File: src/rtl/fp_div_arbiter.sv
// Round-robin arbiter sharing one pipelined FP divider among N requesters.
// An in-order tag FIFO routes each divider result back to the requester that issued it.
module fp_div_arbiter #(
    parameter int N        = 4,
    parameter int SF_WIDTH = 32,
    parameter int DEPTH    = 8
) (
    input  logic                      clk,
    input  logic                      rst,
    input  logic [N-1:0]              req_valid,
    input  logic [N*SF_WIDTH-1:0]     req_a,
    input  logic [N*SF_WIDTH-1:0]     req_b,
    output logic [N-1:0]              req_ack,
    output logic [SF_WIDTH-1:0]       core_a,
    output logic [SF_WIDTH-1:0]       core_b,
    output logic                      core_nd,
    input  logic                      core_rfd,
    input  logic [SF_WIDTH-1:0]       core_result,
    input  logic [3:0]                core_flags,
    input  logic                      core_rdy,
    output logic [N-1:0]              resp_valid,
    output logic [SF_WIDTH-1:0]       resp_data,
    output logic [3:0]                resp_flags,
    output logic [$clog2(DEPTH):0]    outstanding,
    output logic                      err_orphan
);

    localparam int          TW   = (N > 1) ? $clog2(N) : 1;
    localparam int          AW   = (DEPTH > 1) ? $clog2(DEPTH) : 1;
    localparam int          CW   = $clog2(DEPTH) + 1;
    localparam int unsigned NU   = N;
    localparam logic [CW-1:0] FULL = CW'(DEPTH);

    logic [TW-1:0] ptr;
    logic [TW-1:0] winner;
    logic [TW-1:0] cand;
    logic          found;
    logic          grant;
    logic          pop;
    logic          fifo_empty;
    int unsigned   idx;

    logic [TW-1:0] tag_mem [DEPTH];
    logic [AW-1:0] wr_ptr;
    logic [AW-1:0] rd_ptr;

    // Priority search starting one past the last winner, wrapping modulo N.
    always_comb begin
        found  = 1'b0;
        winner = '0;
        idx    = '0;
        cand   = '0;
        for (int unsigned i = 1; i <= NU; i++) begin
            idx  = (32'(ptr) + i) % NU;
            cand = TW'(idx);
            if (!found && req_valid[cand]) begin
                found  = 1'b1;
                winner = cand;
            end
        end
    end

    assign fifo_empty = (outstanding == '0);
    assign pop        = core_rdy & ~fifo_empty;
    // rst is folded in so no acknowledge can escape while the block is held in reset.
    assign grant      = rst & found & core_rfd & ~core_nd & (outstanding != FULL);
    assign req_ack    = grant ? (N'(1) << winner) : '0;

    always_ff @(posedge clk or negedge rst) begin
        if (!rst) begin
            ptr         <= TW'(N - 1);
            core_a      <= '0;
            core_b      <= '0;
            core_nd     <= 1'b0;
            resp_valid  <= '0;
            resp_data   <= '0;
            resp_flags  <= '0;
            outstanding <= '0;
            err_orphan  <= 1'b0;
            wr_ptr      <= '0;
            rd_ptr      <= '0;
            for (int unsigned i = 0; i < DEPTH; i++) begin
                tag_mem[i] <= '0;
            end
        end else begin
            core_nd    <= grant;
            resp_valid <= '0;

            if (grant) begin
                ptr             <= winner;
                core_a          <= req_a[winner*SF_WIDTH +: SF_WIDTH];
                core_b          <= req_b[winner*SF_WIDTH +: SF_WIDTH];
                tag_mem[wr_ptr] <= winner;
                wr_ptr          <= wr_ptr + 1'b1;
            end

            if (pop) begin
                resp_valid <= N'(1) << tag_mem[rd_ptr];
                resp_data  <= core_result;
                resp_flags <= core_flags;
                rd_ptr     <= rd_ptr + 1'b1;
            end

            if (core_rdy && fifo_empty) begin
                err_orphan <= 1'b1;
            end

            case ({grant, pop})
                2'b10:   outstanding <= outstanding + 1'b1;
                2'b01:   outstanding <= outstanding - 1'b1;
                default: outstanding <= outstanding;
            endcase
        end
    end

endmodule
File: config.mk
export PLATFORM = sky130hd
export DESIGN_NAME = fp_div_arbiter
export DESIGN_NICKNAME = d
export VERILOG_FILES = /design/src/rtl/fp_div_arbiter.sv
export SDC_FILE = /design/constraint.sdc
export NUM_CORES = 1
export LEC_CHECK = 0
export BUFFER_PORTS_ARGS = -buffer_cell sky130_fd_sc_hd__buf_2
export CAP_MARGIN = 20
export CORE_ASPECT_RATIO = 0.7
export CORE_UTILIZATION = 30
export CTS_CLUSTER_DIAMETER = 150
export DETAILED_ROUTE_END_ITERATION = 7
export PLACE_DENSITY = 0.67
export RECOVER_POWER = 50
export SLEW_MARGIN = 30
export SYNTH_ARGS = -nofsm -noshare
export SYNTH_HDL_FRONTEND = slang
export SYNTH_SLANG_ARGS = --single-unit
File: constraint.sdc
create_clock -name clk -period 4.3 [get_ports clk]
set_input_delay 0.43 -clock clk [delete_from_list [all_inputs] [get_ports clk]]
set_output_delay 0.43 -clock clk [all_outputs]
set_load 0.02 [all_outputs]
==> results.md <==
- Dividing the detail-routed via count by the number of cells gives ~4.8.
- Leaving out fill and tap cells, the most frequent cells in the layout are 302 x sky130_fd_sc_hd__buf_2, 132 x sky130_fd_sc_hd__dfrtp_1, 122 x sky130_fd_sc_hd__nand2_1.
- After legalization and detailed placement, the total HPWL measured between 15000 and 20000 microns.
- The worst clock skew on the final layout is 0.0105 ns.
- The number of placed cells counting well taps is between 1000 and 1500.
- For this run, the leading register cell type out of synthesis is sky130_fd_sc_hd__dfrtp_1.
- STA classifies the critical path endpoint as an output port.
- The startpoint identified for the worst register-to-register timing path is outstanding[1].
- The clock insertion delay at the later pin of the skew report is ~0.43 ns.
- Counting flops and latches in the post-synthesis netlist gives 134.
- The synthesis-to-finish area growth is 36.5%.
- The worst register-to-register path ends at resp_valid[2].
- For this run the aggregate overflow at the end of global routing stands at 0.
- The clock transition at the registers of the reported paths is approximately 0.070 ns.
- The hold violation total from the final report is 0.
- STA puts the critical path data arrival time at ~2.9 ns.
- The maximum clock frequency is between 300 and 400 MHz.
- The critical path ends at req_ack[2].
- The run finished, with violations left.
- Along the worst path, the maximum fanout reaches 32.
- At the end of routability-driven placement, the weighted congestion stood at 0.834.
- The clock sink count is about 130.
- Setup repair after global routing left no endpoint under its margin.
- The pin count of the biggest net entering global routing is 66.
- The share of the yosys chip area belonging to registers is 44.9%.
- The portion of total power attributed to combinational logic is a little over two fifths.
- The mapped netlist covers roughly 0.0075 sq mm.
- The clock tree from TritonCTS is yes.
- In this run the number of H-tree levels came out at 4.
- The final non-filler cell total is 1511.
- The final setup violation count is 0.
- The share of cells above drive strength 1 is between 30% and 40%.
- The first routing iteration left 370 violations.
- between 400 and 500 I/O pins were placed.
- The switching component of the power is between 2 and 3 mW.
- STA classifies the critical path startpoint as an input port.
- The cell row count is 47.
- The first global-routing pass estimated roughly 39000 microns of wire.
- The number of pins exceeding their max-slew limit in the final report is 40.
- The number of buffers created by CTS is 17.
- In this run, synthesis inferred 0 flip-flops with an integrated enable.
- The die covers between 0.02 and 0.03 sq mm.
- In this run the worst setup path begins at rst.
- The count of nets after finishing is 1485.
- The post-detailed-route count of antenna-violating nets is 0.
- Synthesis produced slightly below 800 cells.
- The cell depth of the worst flop-to-flop path is 5.
- The total routing usage reported by global routing is 19.7%.
- For the finished layout, the period the worst path requires is between 3 and 4 ns.
- The synthesized area per cell is around 9.4 sq um.
- The internal power summed over all cells is between 3 and 4 mW.
- The maximum count of clock buffers along a single path is 2.
- The number of warnings issued by yosys is 0.
- The classification of the worst-slack hold path is input port to flop.
- The total wirelength of the detailed-routed design is about 26000 microns.
- In the synthesized netlist the async set-or-reset flop fraction comes to 100%.
- The final reports fail on capacitance limit, slew limit.
- In this run, the clock network consumes between 20% and 30% of the power.
- After routing, the total negative slack on setup checks comes to 0 ns.
- The floorplan step set the die height to about 130 microns.
- The register share of total power is between 30% and 40%.
- The number of port buffers is between 400 and 500.
- The first detailed-routing pass ran for 4 iterations.
- The reported max-cap violation count is 1.
- The post-CTS setup buffer count is 0.
- The floorplan core area is around 0.024 sq mm.
- Once the floorplan was initialized, standard cells occupied between 30% and 40% of the core.
- The maximum vdd drop is roughly 0.39 mV.
- The clock tree root driver cell is sky130_fd_sc_hd__clkbuf_16.
- Headroom to the max-slew limit came out at -23.2%.
- At the worst endpoint, the required time is around 3.9 ns.
- The most frequent standard cell in the layout excluding fill and tap cells is sky130_fd_sc_hd__buf_2.
- For this run, design rule violations remaining after detail routing come to 0.
- The number of global-route vias before repair is about 7100.
- In this run the static leakage power is ~5.6 nW.
- Yosys mapped the design onto 37 distinct sky130hd cell types.
- The post-synth net total is between 1000 and 1500.
- The slew at the pin closest to its max-slew limit is ~1.8 ns.
- The final clock period utilization by the worst path is about 76%.
- The initial antenna violation count came to 1.
- In the final routed layout, each cell accounts on average for around 17 microns.
- The switching power as a share of total power is between 40% and 50%.
- The total vias in the final route is between 7000 and 8000.
- The number of antenna diodes is 0.
- The post-CTS resize count is 0.
- The setup path with the least slack is of type input port to output port.
- Dividing total power by cell area gives a power density of 623 mW/mm^2.
- The chip width is around 190 microns.
- The reg2reg setup slack is roughly 1.4 ns.
[synthesized netlist by cell type (all sizes together), types with 4 or more instances]
master	n	area [sq um]
o211a	64	641
mux4	4	90.1
nand2	122	458
o21ai	70	350
ha	5	62.6
xnor2	6	52.6
mux2i	66	661
dfrtp	132	3300
nor2	77	289
a211oi	65	488
clkbuf	41	154
buf	21	166
mux2	19	214
inv	70	263
[final cells by class]
type | instances | area [sq um]
timing repair buffer | 427 | 2050
fill | 2428 | 13800
sequential | 134 | 3360
clock buffer | 18 | 439
inverter | 70 | 263
tap | 318 | 398
clock inverter | 14 | 129
multi-input combinational | 530 | 3580
[worst min path at each step]
stage / slack, ns / depth (start not counted) / start / to
6_report: 0.19 / 3 / core_result[14] / resp_data[14]
5_1_grt: 0.16 / 3 / core_result[23] / resp_data[23]
3_5_place_dp: 0.30 / 1 / rst / resp_data[18]
4_1_cts: 0.15 / 3 / core_result[14] / resp_data[14]
2_1_floorplan: 0.13 / 0 / rst / core_a[0]
3_3_place_gp: 0.30 / 1 / rst / resp_data[19]
[cells by family after synthesis]
| group | synth area share (%) |
|---|---|
| multiplexers | 12.9 |
| AND/OR/NAND/NOR | 11.5 |
| AO/OA/AOI/OAI | 21.1 |
| XOR/XNOR | 1.05 |
| buffers and inverters | 7.79 |
| flip-flops | 44.9 |
| adder cells (fa/ha/maj) | 0.836 |
[power by group through the flow]
stage,clock network (mW),registers [mW],logic [mW]
2_1_floorplan,0,2.60,1.45
3_3_place_gp,0,2.16,2.88
3_5_place_dp,0,2.17,2.92
4_1_cts,1.47,2.16,2.92
5_1_grt,1.52,2.24,3.03
6_report,1.42,2.17,2.77
[worst max-delay path, stage by stage]
cell and delay, ns:
sky130_fd_sc_hd__dlygate4sd3_1 0.54, sky130_fd_sc_hd__buf_6 0.25, sky130_fd_sc_hd__nand2_1 0.09, sky130_fd_sc_hd__a2111o_1 0.51, sky130_fd_sc_hd__inv_2 0.54, sky130_fd_sc_hd__nand2_1 0.18, sky130_fd_sc_hd__nor2_1 0.13, sky130_fd_sc_hd__buf_2 0.18
[per-layer routing]
metal / GRT usage, % / share of wire [%] / vias up / routed length [microns]
met2: 31.8 / 47 / 291 / 12000
met5: 0 / 0 / - / 0
met3: 4.58 / 6.3 / 19 / 1620
li1: - / - / 3511 / -
met1: 26.5 / 46 / 3505 / 11900
met4: 4.93 / 0.89 / 0 / 229
[flip-flops by register name (all words and copies together), names as in the netlist, 2 cells and up]
signal	cells
ptr	2
core_a	32
outstanding	4
resp_flags	4
resp_valid	4
wr_ptr	3
rd_ptr	3
tag_mem	16
core_b	32
resp_data	32
[timing repair]
action | 4_1_cts | 5_1_grt
hold buffers | 1 | 0
hold endpoints to repair | 22 | 0
setup endpoints to repair | 0 | 0
[through the flow]
stage	utilization [%]	cell area [sq um]	hold WS, ns	setup WS (ns)	power (mW)
final	42.5	10200	0.186	1.02	6.37
after global routing	42.5	10200	0.163	0.782	6.79
after CTS	43.1	10400	0.153	0.989	6.55
after detailed placement	40.6	9780	0.301	1.44	5.09
after global placement	40.6	9780	0.300	1.51	5.05
after floorplan	-	7480	0.134	1.74	4.05
Note: power is estimated with default switching activity, not from simulation.
